==> config.mk <==
export PLATFORM = sky130hd
export DESIGN_NAME = acc_cpu
export DESIGN_NICKNAME = d
export VERILOG_FILES = /design/src/rtl/acc_cpu_pkg.sv /design/src/rtl/acc_cpu_alu.sv /design/src/rtl/acc_cpu.sv
export SDC_FILE = /design/constraint.sdc
export NUM_CORES = 1
export LEC_CHECK = 0
export CORE_MARGIN = 3
export CORE_UTILIZATION = 35
export CTS_CLUSTER_DIAMETER = 30
export CTS_CLUSTER_SIZE = 14
export DETAILED_ROUTE_END_ITERATION = 12
export HOLD_SLACK_MARGIN = 0.02
export MAX_ROUTING_LAYER = met4
export PLACE_DENSITY = 0.59
export SYNTH_ARGS = -nofsm -noshare
export SYNTH_HDL_FRONTEND = slang
export SYNTH_SLANG_ARGS = --single-unit
==> constraint.sdc <==
create_clock -name clk -period 6 [get_ports clk]
set_input_delay 1.2 -clock clk [delete_from_list [all_inputs] [get_ports clk]]
set_output_delay 1.2 -clock clk [all_outputs]
set_load 0.02 [all_outputs]
==> src/rtl/acc_cpu_pkg.sv <==
// acc_cpu_pkg: opcodes, FSM state encoding and flag bit indices shared by the
// accumulator core and its ALU.
// Build option: ACC_CPU_MUL_EN makes opcode E a multiply that reads memory;
// without it opcode E behaves as a NOP.
package acc_cpu_pkg;

    typedef enum logic [3:0] {
        OP_NOP = 4'h0,
        OP_LDA = 4'h1,
        OP_STA = 4'h2,
        OP_ADD = 4'h3,
        OP_SUB = 4'h4,
        OP_AND = 4'h5,
        OP_OR  = 4'h6,
        OP_NOT = 4'h7,
        OP_JMP = 4'h8,
        OP_JZ  = 4'h9,
        OP_JN  = 4'hA,
        OP_JC  = 4'hB,
        OP_LDI = 4'hC,
        OP_OUT = 4'hD,
        OP_MUL = 4'hE,
        OP_HLT = 4'hF
    } opcode_t;

    typedef enum logic [2:0] {
        ST_BOOT   = 3'd0,
        ST_FETCH  = 3'd1,
        ST_DECODE = 3'd2,
        ST_READ   = 3'd3,
        ST_WRITE  = 3'd4,
        ST_HALT   = 3'd5
    } state_t;

    localparam int FLAG_Z  = 0;
    localparam int FLAG_N  = 1;
    localparam int FLAG_C  = 2;
    localparam int N_FLAGS = 3;

    // Instructions whose operand is a memory word fetched in READ.
    function automatic logic op_reads_mem(input opcode_t op);
        logic r;
        case (op)
            OP_LDA, OP_ADD, OP_SUB, OP_AND, OP_OR: r = 1'b1;
`ifdef ACC_CPU_MUL_EN
            OP_MUL:                                r = 1'b1;
`endif
            default:                               r = 1'b0;
        endcase
        return r;
    endfunction

endpackage

==> src/rtl/acc_cpu_alu.sv <==
// acc_cpu_alu: combinational accumulator ALU. Produces the next ACC value and
// the Z/N/C flags; C passes through unchanged for instructions that do not
// define a carry.
// Build option: ACC_CPU_MUL_EN adds the unsigned multiplier for opcode E.
module acc_cpu_alu
    import acc_cpu_pkg::*;
#(
    parameter int DATA_W = 16
)(
    input  logic [3:0]        op,
    input  logic [DATA_W-1:0] acc,
    input  logic [DATA_W-1:0] operand,
    input  logic              c_in,
    output logic [DATA_W-1:0] result,
    output logic              z_out,
    output logic              n_out,
    output logic              c_out
);

    logic [DATA_W:0] sum;
    logic [DATA_W:0] diff;

    assign sum  = {1'b0, acc} + {1'b0, operand};
    // A borrow shows up as the extra top bit going high.
    assign diff = {1'b0, acc} - {1'b0, operand};

`ifdef ACC_CPU_MUL_EN
    logic [2*DATA_W-1:0] prod;
    assign prod = {{DATA_W{1'b0}}, acc} * {{DATA_W{1'b0}}, operand};
`endif

    // Result and carry selection by opcode.
    always_comb begin
        result = acc;
        c_out  = c_in;
        case (op)
            OP_LDA, OP_LDI: result = operand;
            OP_ADD: begin
                result = sum[DATA_W-1:0];
                c_out  = sum[DATA_W];
            end
            OP_SUB: begin
                result = diff[DATA_W-1:0];
                c_out  = diff[DATA_W];
            end
            OP_AND: result = acc & operand;
            OP_OR:  result = acc | operand;
            OP_NOT: result = ~acc;
`ifdef ACC_CPU_MUL_EN
            OP_MUL: begin
                result = prod[DATA_W-1:0];
                c_out  = |prod[2*DATA_W-1:DATA_W];
            end
`endif
            default: ;
        endcase
    end

    assign z_out = (result == '0);
    assign n_out = result[DATA_W-1];

endmodule

==> src/rtl/acc_cpu.sv <==
// acc_cpu: multi-cycle accumulator core with a single request/ack memory port
// shared by instruction fetch and data access.
// Build option: ACC_CPU_MUL_EN enables opcode E (MUL) through the ALU.
//
// state  | meaning
// BOOT   | after reset, no request; moves to FETCH
// FETCH  | read M[PC]; on ack latch IR and increment PC
// DECODE | execute register-only ops and branches, or pick READ/WRITE/HALT
// READ   | read M[A]; on ack write ALU result to ACC and flags
// WRITE  | write ACC to M[A]; completes on ack
// HALT   | terminal until reset
module acc_cpu
    import acc_cpu_pkg::*;
#(
    parameter int DATA_W   = 16,
    parameter int ADDR_W   = 8,
    parameter int RESET_PC = 0
)(
    input  logic              clk,
    input  logic              reset,
    output logic              mem_req,
    output logic              mem_we,
    output logic [ADDR_W-1:0] mem_addr,
    output logic [DATA_W-1:0] mem_wdata,
    input  logic [DATA_W-1:0] mem_rdata,
    input  logic              mem_ack,
    output logic [DATA_W-1:0] out_data,
    output logic              out_valid,
    output logic              halted,
    output logic [ADDR_W-1:0] pc
);

    state_t              state;
    state_t              state_nxt;
    opcode_t             ir_op;
    logic [ADDR_W-1:0]   ir_a;
    logic [DATA_W-1:0]   acc;
    logic [N_FLAGS-1:0]  flags;

    logic [DATA_W-1:0]   ldi_operand;
    logic [DATA_W-1:0]   alu_operand;
    logic [DATA_W-1:0]   alu_result;
    logic                alu_z;
    logic                alu_n;
    logic                alu_c;

    logic                ir_load;
    logic                acc_we;
    logic                branch_taken;
    logic                out_load;

    assign ldi_operand = {{(DATA_W-ADDR_W){1'b0}}, ir_a};

    acc_cpu_alu #(
        .DATA_W (DATA_W)
    ) u_alu (
        .op      (ir_op),
        .acc     (acc),
        .operand (alu_operand),
        .c_in    (flags[FLAG_C]),
        .result  (alu_result),
        .z_out   (alu_z),
        .n_out   (alu_n),
        .c_out   (alu_c)
    );

    // FSM state register.
    always_ff @(posedge clk or negedge reset) begin
        if (!reset) begin
            state <= ST_BOOT;
        end else begin
            state <= state_nxt;
        end
    end

    // Next state, memory port decode and datapath strobes.
    always_comb begin
        state_nxt    = state;
        mem_req      = 1'b0;
        mem_we       = 1'b0;
        mem_addr     = pc;
        alu_operand  = mem_rdata;
        ir_load      = 1'b0;
        acc_we       = 1'b0;
        branch_taken = 1'b0;
        out_load     = 1'b0;

        case (state)
            ST_BOOT: begin
                state_nxt = ST_FETCH;
            end

            ST_FETCH: begin
                mem_req = 1'b1;
                if (mem_ack) begin
                    ir_load   = 1'b1;
                    state_nxt = ST_DECODE;
                end
            end

            ST_DECODE: begin
                alu_operand = ldi_operand;
                state_nxt   = ST_FETCH;
                if (op_reads_mem(ir_op)) begin
                    state_nxt = ST_READ;
                end else begin
                    case (ir_op)
                        OP_STA:         state_nxt    = ST_WRITE;
                        OP_HLT:         state_nxt    = ST_HALT;
                        OP_NOT, OP_LDI: acc_we       = 1'b1;
                        OP_JMP:         branch_taken = 1'b1;
                        OP_JZ:          branch_taken = flags[FLAG_Z];
                        OP_JN:          branch_taken = flags[FLAG_N];
                        OP_JC:          branch_taken = flags[FLAG_C];
                        OP_OUT:         out_load     = 1'b1;
                        default: ;
                    endcase
                end
            end

            ST_READ: begin
                mem_req  = 1'b1;
                mem_addr = ir_a;
                if (mem_ack) begin
                    acc_we    = 1'b1;
                    state_nxt = ST_FETCH;
                end
            end

            ST_WRITE: begin
                mem_req  = 1'b1;
                mem_we   = 1'b1;
                mem_addr = ir_a;
                if (mem_ack) begin
                    state_nxt = ST_FETCH;
                end
            end

            ST_HALT: begin
                state_nxt = ST_HALT;
            end

            default: begin
                state_nxt = ST_BOOT;
            end
        endcase
    end

    // PC, IR, ACC, flags and output port registers.
    always_ff @(posedge clk or negedge reset) begin
        if (!reset) begin
            pc        <= ADDR_W'(RESET_PC);
            ir_op     <= OP_NOP;
            ir_a      <= '0;
            acc       <= '0;
            flags     <= '0;
            out_data  <= '0;
            out_valid <= 1'b0;
        end else begin
            out_valid <= out_load;
            if (ir_load) begin
                ir_op <= opcode_t'(mem_rdata[DATA_W-1 -: 4]);
                ir_a  <= mem_rdata[ADDR_W-1:0];
                pc    <= pc + ADDR_W'(1);
            end
            if (branch_taken) begin
                pc <= ir_a;
            end
            if (acc_we) begin
                acc           <= alu_result;
                flags[FLAG_Z] <= alu_z;
                flags[FLAG_N] <= alu_n;
                flags[FLAG_C] <= alu_c;
            end
            if (out_load) begin
                out_data <= acc;
            end
        end
    end

    assign mem_wdata = acc;
    assign halted    = (state == ST_HALT);

endmodule
==> results of run 1 <==
==> worst paths after layout <==
| check | startpoint | cells after the start | end |
|---|---|---|---|
| min | out_data[7]$_DFFE_PN0P_ | 1 | out_data[7]$_DFFE_PN0P_ |
| max in group asynchronous | reset | 2 | out_data[1]$_DFFE_PN0P_ |
| min in group asynchronous | reset | 2 | out_data[9]$_DFFE_PN0P_ |
| max reg2reg | state[2]$_DFFE_PN0P_ | 14 | flags[0]$_DFFE_PN0P_ |
| max | mem_rdata[0] | 14 | flags[0]$_DFFE_PN0P_ |
| min reg2reg | out_data[7]$_DFFE_PN0P_ | 1 | out_data[7]$_DFFE_PN0P_ |
==> final cells by class <==
cell class	instances	share of cell area, %
Tap cell	184	3.50
Inverter	51	2.91
Clock buffer	11	3.84
Sequential cell	58	22.0
Clock inverter	3	0.608
Multi-Input combinational cell	512	55.4
Timing Repair Buffer	80	11.7
==> cell usage in the layout, fill, tap and decap left out, drive strengths merged, types with 11 or more instances in the layout <==
| cell type | netlist | final |
|---|---|---|
| nand2 | 80 | 80 |
| clkdlybuf4s50 | 0 | 69 |
| dfrtp | 58 | 58 |
| nor2 | 54 | 54 |
| ha | 53 | 53 |
| inv | 51 | 51 |
| o21ai | 37 | 37 |
| a21oi | 37 | 37 |
| mux2 | 26 | 26 |
| mux2i | 20 | 20 |
| nor3 | 17 | 17 |
| nor2b | 13 | 13 |
| nand2b | 13 | 13 |
| nand3 | 13 | 13 |
| o221ai | 11 | 11 |
| buf | 7 | 11 |
| clkbuf | 30 | 11 |
==> worst max-delay path: stages <==
cell and delay (ns):
clkdlybuf4s50_1 0.44, mux2i_1 0.24, inv_1 0.10, ha_1 0.23
fa_1 0.42, a211oi_1 0.34, nor3b_1 0.15, mux2i_1 0.15
or4_1 0.51, o32a_1 0.31, or4_1 0.60, nor4_2 0.16
nand3b_1 0.13, o31ai_2 0.18
==> registers in the layout, summed over array words and instances, names as in the netlist <==
signal / cells
flags: 2
mem_wdata: 16
ir_op: 4
ir_a: 8
state: 3
out_data: 16
pc: 8
out_valid: 1
==> logic make-up after synthesis <==
group                    Yosys count  synth area share (%)
buffers and inverters             88                  6.53
XOR/XNOR                          11                  1.78
flip-flops                        58                  26.9
adder cells (fa/ha/maj)           55                  13.0
AND/OR/NAND/NOR                  218                  19.1
multiplexers                      46                  9.35
AO/OA/AOI/OAI                    182                  23.3
==> metal layers <==
| metal | vias to the layer above | GRT usage (%) |
|---|---|---|
| li1 | 2480 | - |
| met1 | 2489 | 27.5 |
| met2 | 153 | 32.8 |
| met3 | 46 | 3.93 |
| met4 | 0 | 8.74 |
| met5 | - | - |
==> stage by stage <==
| step | power (mW) | utilization [%] | cells | hold WS [ns] | cell area, um^2 |
|---|---|---|---|---|---|
| 2_1_floorplan | 2.71 | - | 658 | 0.465 | 5410 |
| 3_3_place_gp | 3.58 | 42.5 | 885 | 0.483 | 6290 |
| 3_5_place_dp | 3.64 | 42.5 | 885 | 0.489 | 6290 |
| 4_1_cts | 4.19 | 44.5 | 899 | 0.502 | 6590 |
| 5_1_grt | 4.54 | 44.5 | 899 | 0.518 | 6590 |
| 6_report | 4.20 | 44.5 | 899 | 0.502 | 6590 |
==> power by group through the flow <==
stage / clock (mW) / combinational (mW) / sequential [mW]
after floorplan: 0 / 1.86 / 0.849
after global placement: 0 / 2.74 / 0.844
after detailed placement: 0 / 2.78 / 0.857
after CTS: 0.540 / 2.80 / 0.853
after global routing: 0.555 / 3.09 / 0.892
final: 0.526 / 2.82 / 0.855
==> results.py, run 1 <==
metrics = {
    "power_and_ir_drop": {
        "combinational_share_of_power_pct": 67.1,
        "p_per_area_nw_per_um2": 638,
        "power.static_leakage_nw": 2.95,
        "p_sw_mw": 2.13,
        "cell_internal_power_dissipation_mw": 2.07,
        "max-vdd-ir-drop_v": 0.000226,
        "swShare_pct": 50.6,
        "share_clk_of_total_power_pct": 12.5,
        "seq_power_share_pct": 20.3,
    },
    "sta": {
        "finalSetupViolations": 0,
        "fin_skew_ns": 0.0122,
        "max_slew_margin_pct": 20.4,
        "timing.final.ws_setup_ns": 1.10,
        "final_min_period_over_clock_period_pct": 81.7,
        "final_max_slew_viol_count": 0,
        "timing_hold_violations_final": 0,
        "timing.fmax_mhz": 204,
        "final.min_clock_period_ns": 4.90,
        "setup_tns_ns": 0,
        "max_slew.worst_pin.slew_ns": 1.18,
        "rsz0062_at_grt": "false",
    },
    "die": {
        "core.rowCount": 44,
        "die_width_um": 130,
        "die_h_um": 130,
        "core_um2": 14800,
        "floorplan.initialDensity_pct": 36.5,
        "total_die_area_um2": 17000,
        "io_pins": 71,
    },
    "routing": {
        "drt-vias-per-instance": 5.75,
        "post_drt_wl_per_cell_um": 18.7,
        "drcViolationCount": 0,
        "route.vias.total": 5168,
        "maxUsedRoutingLayer": "met4",
        "met2_wirelength_um": 7760,
        "firstDrtPassIters": 7,
        "drtAntennaViolNets": 0,
        "routed-wl-met3_um": 782,
        "dr.first_iter.drc_count": 406,
        "met1Wirelength_um": 7780,
        "route.final.wire_length_um": 16800,
    },
    "grt": {
        "grt_pass1_wl_um": 27500,
        "globalRouteOverflowTotal": 0,
        "overall_routing_resource_usage_pct": 21.3,
        "antenna_violations_before_repair": 0,
        "grt_start_max_net_pins": 59,
        "grt_pass1_vias": 5202,
    },
    "clock_tree": {
        "cts-root-buf": "clkbuf_16",
        "worstSkewPairLatency_ns": 0.35,
        "tritoncts_num_sinks": 58,
        "clkSlewWorstSetupHoldPaths_ns": 0.06,
        "cts_max_path_buffers": 2,
        "cts_tree": "built",
        "ctsHtreeMaxLevel": 3,
        "cts-buffers-inserted": 9,
        "cts.repair_timing.setup_buffer_count": 0,
        "post_cts_resize_count": 0,
        "cts_hold_buf": 0,
    },
    "critical_path": {
        "crit_fanout": 3,
        "worstSetupEndpointType": "flip-flop",
        "cp.required_ns": 6.26,
        "worst_ep_arrival_time_ns": 5.16,
        "crit_type": "input port to flip-flop",
        "register_to_register_setup_slack_ns": 1.28,
        "start_kind": "input port",
    },
    "finish": {
        "fillCellCount": 1440,
        "layout-drive-gt1-share_pct": 9.09,
        "n_antenna_cell": 0,
        "synth_to_final_area_change_pct": 21.9,
        "area_of_the_multi_input_gates_um2": 3650,
        "final_nets": 786,
        "seq_area_um2": 1450,
    },
    "placed_design": {
        "placement.io_buffers": 70,
        "gp_congestion": 0.904,
        "post-dp-hpwl_um": 12300,
        "place_worst_setup_slack_ns": 0.747,
    },
    "yosys": {
        "yosys_warnings": 0,
        "yosys_most_used_dff": "dfrtp_1",
        "postSynth.asyncResetShare_pct": 100,
        "synthMostInstantiatedCell": "nand2_1",
        "yosysSeqAreaShare_pct": 26.9,
        "synth_enable_flop_cells": 0,
        "synth.area.top_cells": "dfrtp_1 (27%), ha_1 (12%), nand2_1 (5.6%)",
        "netlist_instances": 658,
        "synth_largest_type_area_fraction_pct": 26.9,
        "netlist_top_cells_count": "nand2_1 (80), dfrtp_1 (58), nor2_1 (54)",
        "mappedNetlistArea_um2": 5410,
        "ys_types": 69,
        "mappedNetlistNets": 732,
        "yosysTopAreaCell": "dfrtp_1",
        "synth_area_per_cell_um2": 8.21,
        "ys_ff_latch": 58,
    },
    "min_path": {
        "worst_hold_path_type": "flip-flop to flip-flop",
    },
    "run_status": {
        "status": "complete, no violations",
    },
    "run": {
        "drv.max_cap_violation_count": 0,
    },
}
(Power assumes the default switching activity.)
==> run 2: changes to the inputs <==
Settings changed: PLACE_DENSITY 0.59 to 0.61.
Clock period 6 ns to 4.4 ns, I/O delays scaled along.
==> run 2 against run 1 <==
Effect of this change:
- non-clock buffer count rose by 61
- sequential power up 31%
- clock skew down 0.0035 ns
- setup slack got worse by 0.92 ns
- die area did not move
==> results.py, run 2 (synthesis results as in run 1) <==
metrics = {
    "run_status": {
        "status": "complete, no violations",
    },
    "power_and_ir_drop": {
        "combinational_share_of_power_pct": 71.0,
        "power_mw": 6.32,
        "cell_internal_power_dissipation_mw": 3.28,
        "swShare_pct": 48.1,
        "share_clk_of_total_power_pct": 11.2,
        "max-vdd-ir-drop_v": 0.000350,
        "p_sw_mw": 3.04,
        "seq_power_share_pct": 17.7,
        "power.static_leakage_nw": 3.24,
        "p_per_area_nw_per_um2": 892,
    },
    "finish": {
        "synth_to_final_area_change_pct": 31.1,
        "layout_commonest_cell": "nand2_1",
        "layout.cells.most_common_list": "nand2_1 (80), buf_4 (71), clkdlybuf4s50_1 (68)",
        "layout-drive-gt1-share_pct": 17.3,
        "finished_layout_cell_area_um2": 7080,
        "final_nets": 847,
        "n_antenna_cell": 0,
    },
    "sta": {
        "setup_tns_ns": 0,
        "timing.fmax_mhz": 237,
        "final.min_clock_period_ns": 4.22,
        "fin_skew_ns": 0.00874,
        "holdWs_ns": 0.500,
        "finalSetupViolations": 0,
        "timing.final.ws_setup_ns": 0.182,
        "final_max_slew_viol_count": 0,
        "final_min_period_over_clock_period_pct": 95.9,
        "max_slew_margin_pct": 20.9,
        "timing_hold_violations_final": 0,
        "max_slew.worst_pin.slew_ns": 1.17,
    },
    "routing": {
        "dr.first_iter.drc_count": 579,
        "drcViolationCount": 0,
        "drt-vias-per-instance": 5.65,
        "drtAntennaViolNets": 0,
        "route.final.wire_length_um": 17600,
        "firstDrtPassIters": 5,
        "post_drt_wl_per_cell_um": 18.4,
        "route.vias.total": 5427,
    },
    "die": {
        "core_um2": 14800,
        "io_pins": 71,
        "total_die_area_um2": 17000,
        "die_h_um": 130,
        "die_width_um": 130,
        "core.rowCount": 44,
        "floorplan.initialDensity_pct": 36.5,
    },
    "grt": {
        "global_route.usage.met3_pct": 3.56,
        "grt_start_max_net_pins": 38,
        "globalRouteOverflowTotal": 0,
        "grt_pass1_wl_um": 28200,
        "grt.met1_usage_pct": 28.4,
        "global_route.peak_usage_layer": "met2",
        "overall_routing_resource_usage_pct": 21.9,
        "antenna_violations_before_repair": 0,
        "grt_pass1_vias": 5350,
        "met2_track_demand_over_resource_pct": 34.9,
    },
    "clock_tree": {
        "cts-root-buf": "clkbuf_16",
        "tritoncts_num_sinks": 58,
        "worstSkewPairLatency_ns": 0.34,
        "cts_hold_buf": 0,
        "clkSlewWorstSetupHoldPaths_ns": 0.06,
        "cts-buffers-inserted": 9,
        "cts_max_path_buffers": 2,
        "ctsHtreeMaxLevel": 3,
        "cts_tree": "built",
    },
    "critical_path": {
        "crit_fanout": 8,
        "critPathCapture": "flags[0]$_DFFE_PN0P_",
        "cp_cell_sequence": "or3b_1, buf_4, mux2i_1, inv_1, buf_4, fa_1, o21bai_1, buf_4, a21oi_1, a221o_1, a211oi_2, nand2_1, or4_4, nor4_4, nand3b_1, o31ai_2",
        "start_kind": "flip-flop",
        "reg2reg_depth": 16,
        "crit_path_top_delay_cell": "or4_4",
        "cp.buffers_inverters": 4,
        "worst_ep_arrival_time_ns": 4.47,
        "crit_type": "flip-flop to flip-flop",
        "launching_instance_or_port_of_the_critical_path": "state[2]$_DFFE_PN0P_",
        "reg2reg_from": "state[2]$_DFFE_PN0P_",
        "cp.required_ns": 4.66,
        "timing.critical_path.slowest_cell_delay_ns": 0.58,
        "register_to_register_setup_slack_ns": 0.18,
        "crit-reg2reg-capture": "flags[0]$_DFFE_PN0P_",
        "crit_family": "simple AND/OR/NAND/NOR gates",
        "worstSetupPathDepth": 16,
        "worstSetupEndpointType": "flip-flop",
        "critPathMostFrequentCell": "buf_4",
    },
    "run": {
        "drv.max_cap_violation_count": 0,
    },
    "placed_design": {
        "placement.io_buffers": 70,
        "post-dp-hpwl_um": 13200,
        "dpl_cell_area_um2": 6720,
        "gp_congestion": 0.918,
        "place_worst_setup_slack_ns": -0.401,
    },
    "min_path": {
        "worst_hold_path_type": "flip-flop to flip-flop",
    },
}
## run 2: what timing repair did
action / in CTS / in global routing
pin swaps: 0 / 9
buffers inserted: 0 / 2
gates resized for setup: 2 / 11
endpoints found under the setup margin: 1 / 2
## run 2: worst reg2reg max path, cell delays in order (launching register included)
cell and delay (ns):
dfrtp_1 0.37, or3b_1 0.47, buf_4 0.24, mux2i_1 0.21, inv_1 0.10, buf_4 0.15, fa_1 0.42, o21bai_1 0.24
buf_4 0.15, a21oi_1 0.08, a221o_1 0.34, a211oi_2 0.22, nand2_1 0.10, or4_4 0.58, nor4_4 0.13, nand3b_1 0.12
o31ai_2 0.22
## run 2: final cells by class
class / count / area, um^2
timing repair buffer: 141 / 1230
inverter: 51 / 191
fill: 1449 / 7720
clock buffer: 11 / 253
multi-input combinational: 512 / 3690
clock inverter: 3 / 40.0
tap: 184 / 230
sequential: 58 / 1450
## run 2: worst min path at each step
stage	startpoint	to	slack [ns]	cells after the start
3_5_place_dp	flags[2]$_DFFE_PN0P_	flags[2]$_DFFE_PN0P_	0.49	1
2_1_floorplan	flags[0]$_DFFE_PN0P_	flags[0]$_DFFE_PN0P_	0.46	2
3_3_place_gp	flags[2]$_DFFE_PN0P_	flags[2]$_DFFE_PN0P_	0.48	1
5_1_grt	out_data[9]$_DFFE_PN0P_	out_data[9]$_DFFE_PN0P_	0.52	1
6_report	out_data[12]$_DFFE_PN0P_	out_data[12]$_DFFE_PN0P_	0.50	1
4_1_cts	flags[2]$_DFFE_PN0P_	flags[2]$_DFFE_PN0P_	0.51	1
## run 2: power by group through the flow
stage               sequential (mW)  clock (mW)  combinational (mW)
global placement               1.11           0                4.30
finish                         1.12       0.710                4.49
global route                   1.18       0.743                4.91
floorplan                      1.16           0                2.53
CTS                            1.12       0.728                4.38
detailed placement             1.12           0                4.34
## run 2: through the flow
stage | instances | utilization [%]
after floorplan | 658 | -
after global placement | 944 | 45.4
after detailed placement | 944 | 45.4
after CTS | 958 | 47.4
after global routing | 960 | 47.8
final | 960 | 47.8
## run 2: routing by layer
metal	vias to the layer above	part of all wire, %
li1	2591	-
met1	2625	44
met2	172	48
met3	39	5.5
met4	0	2.5
met5	-	0
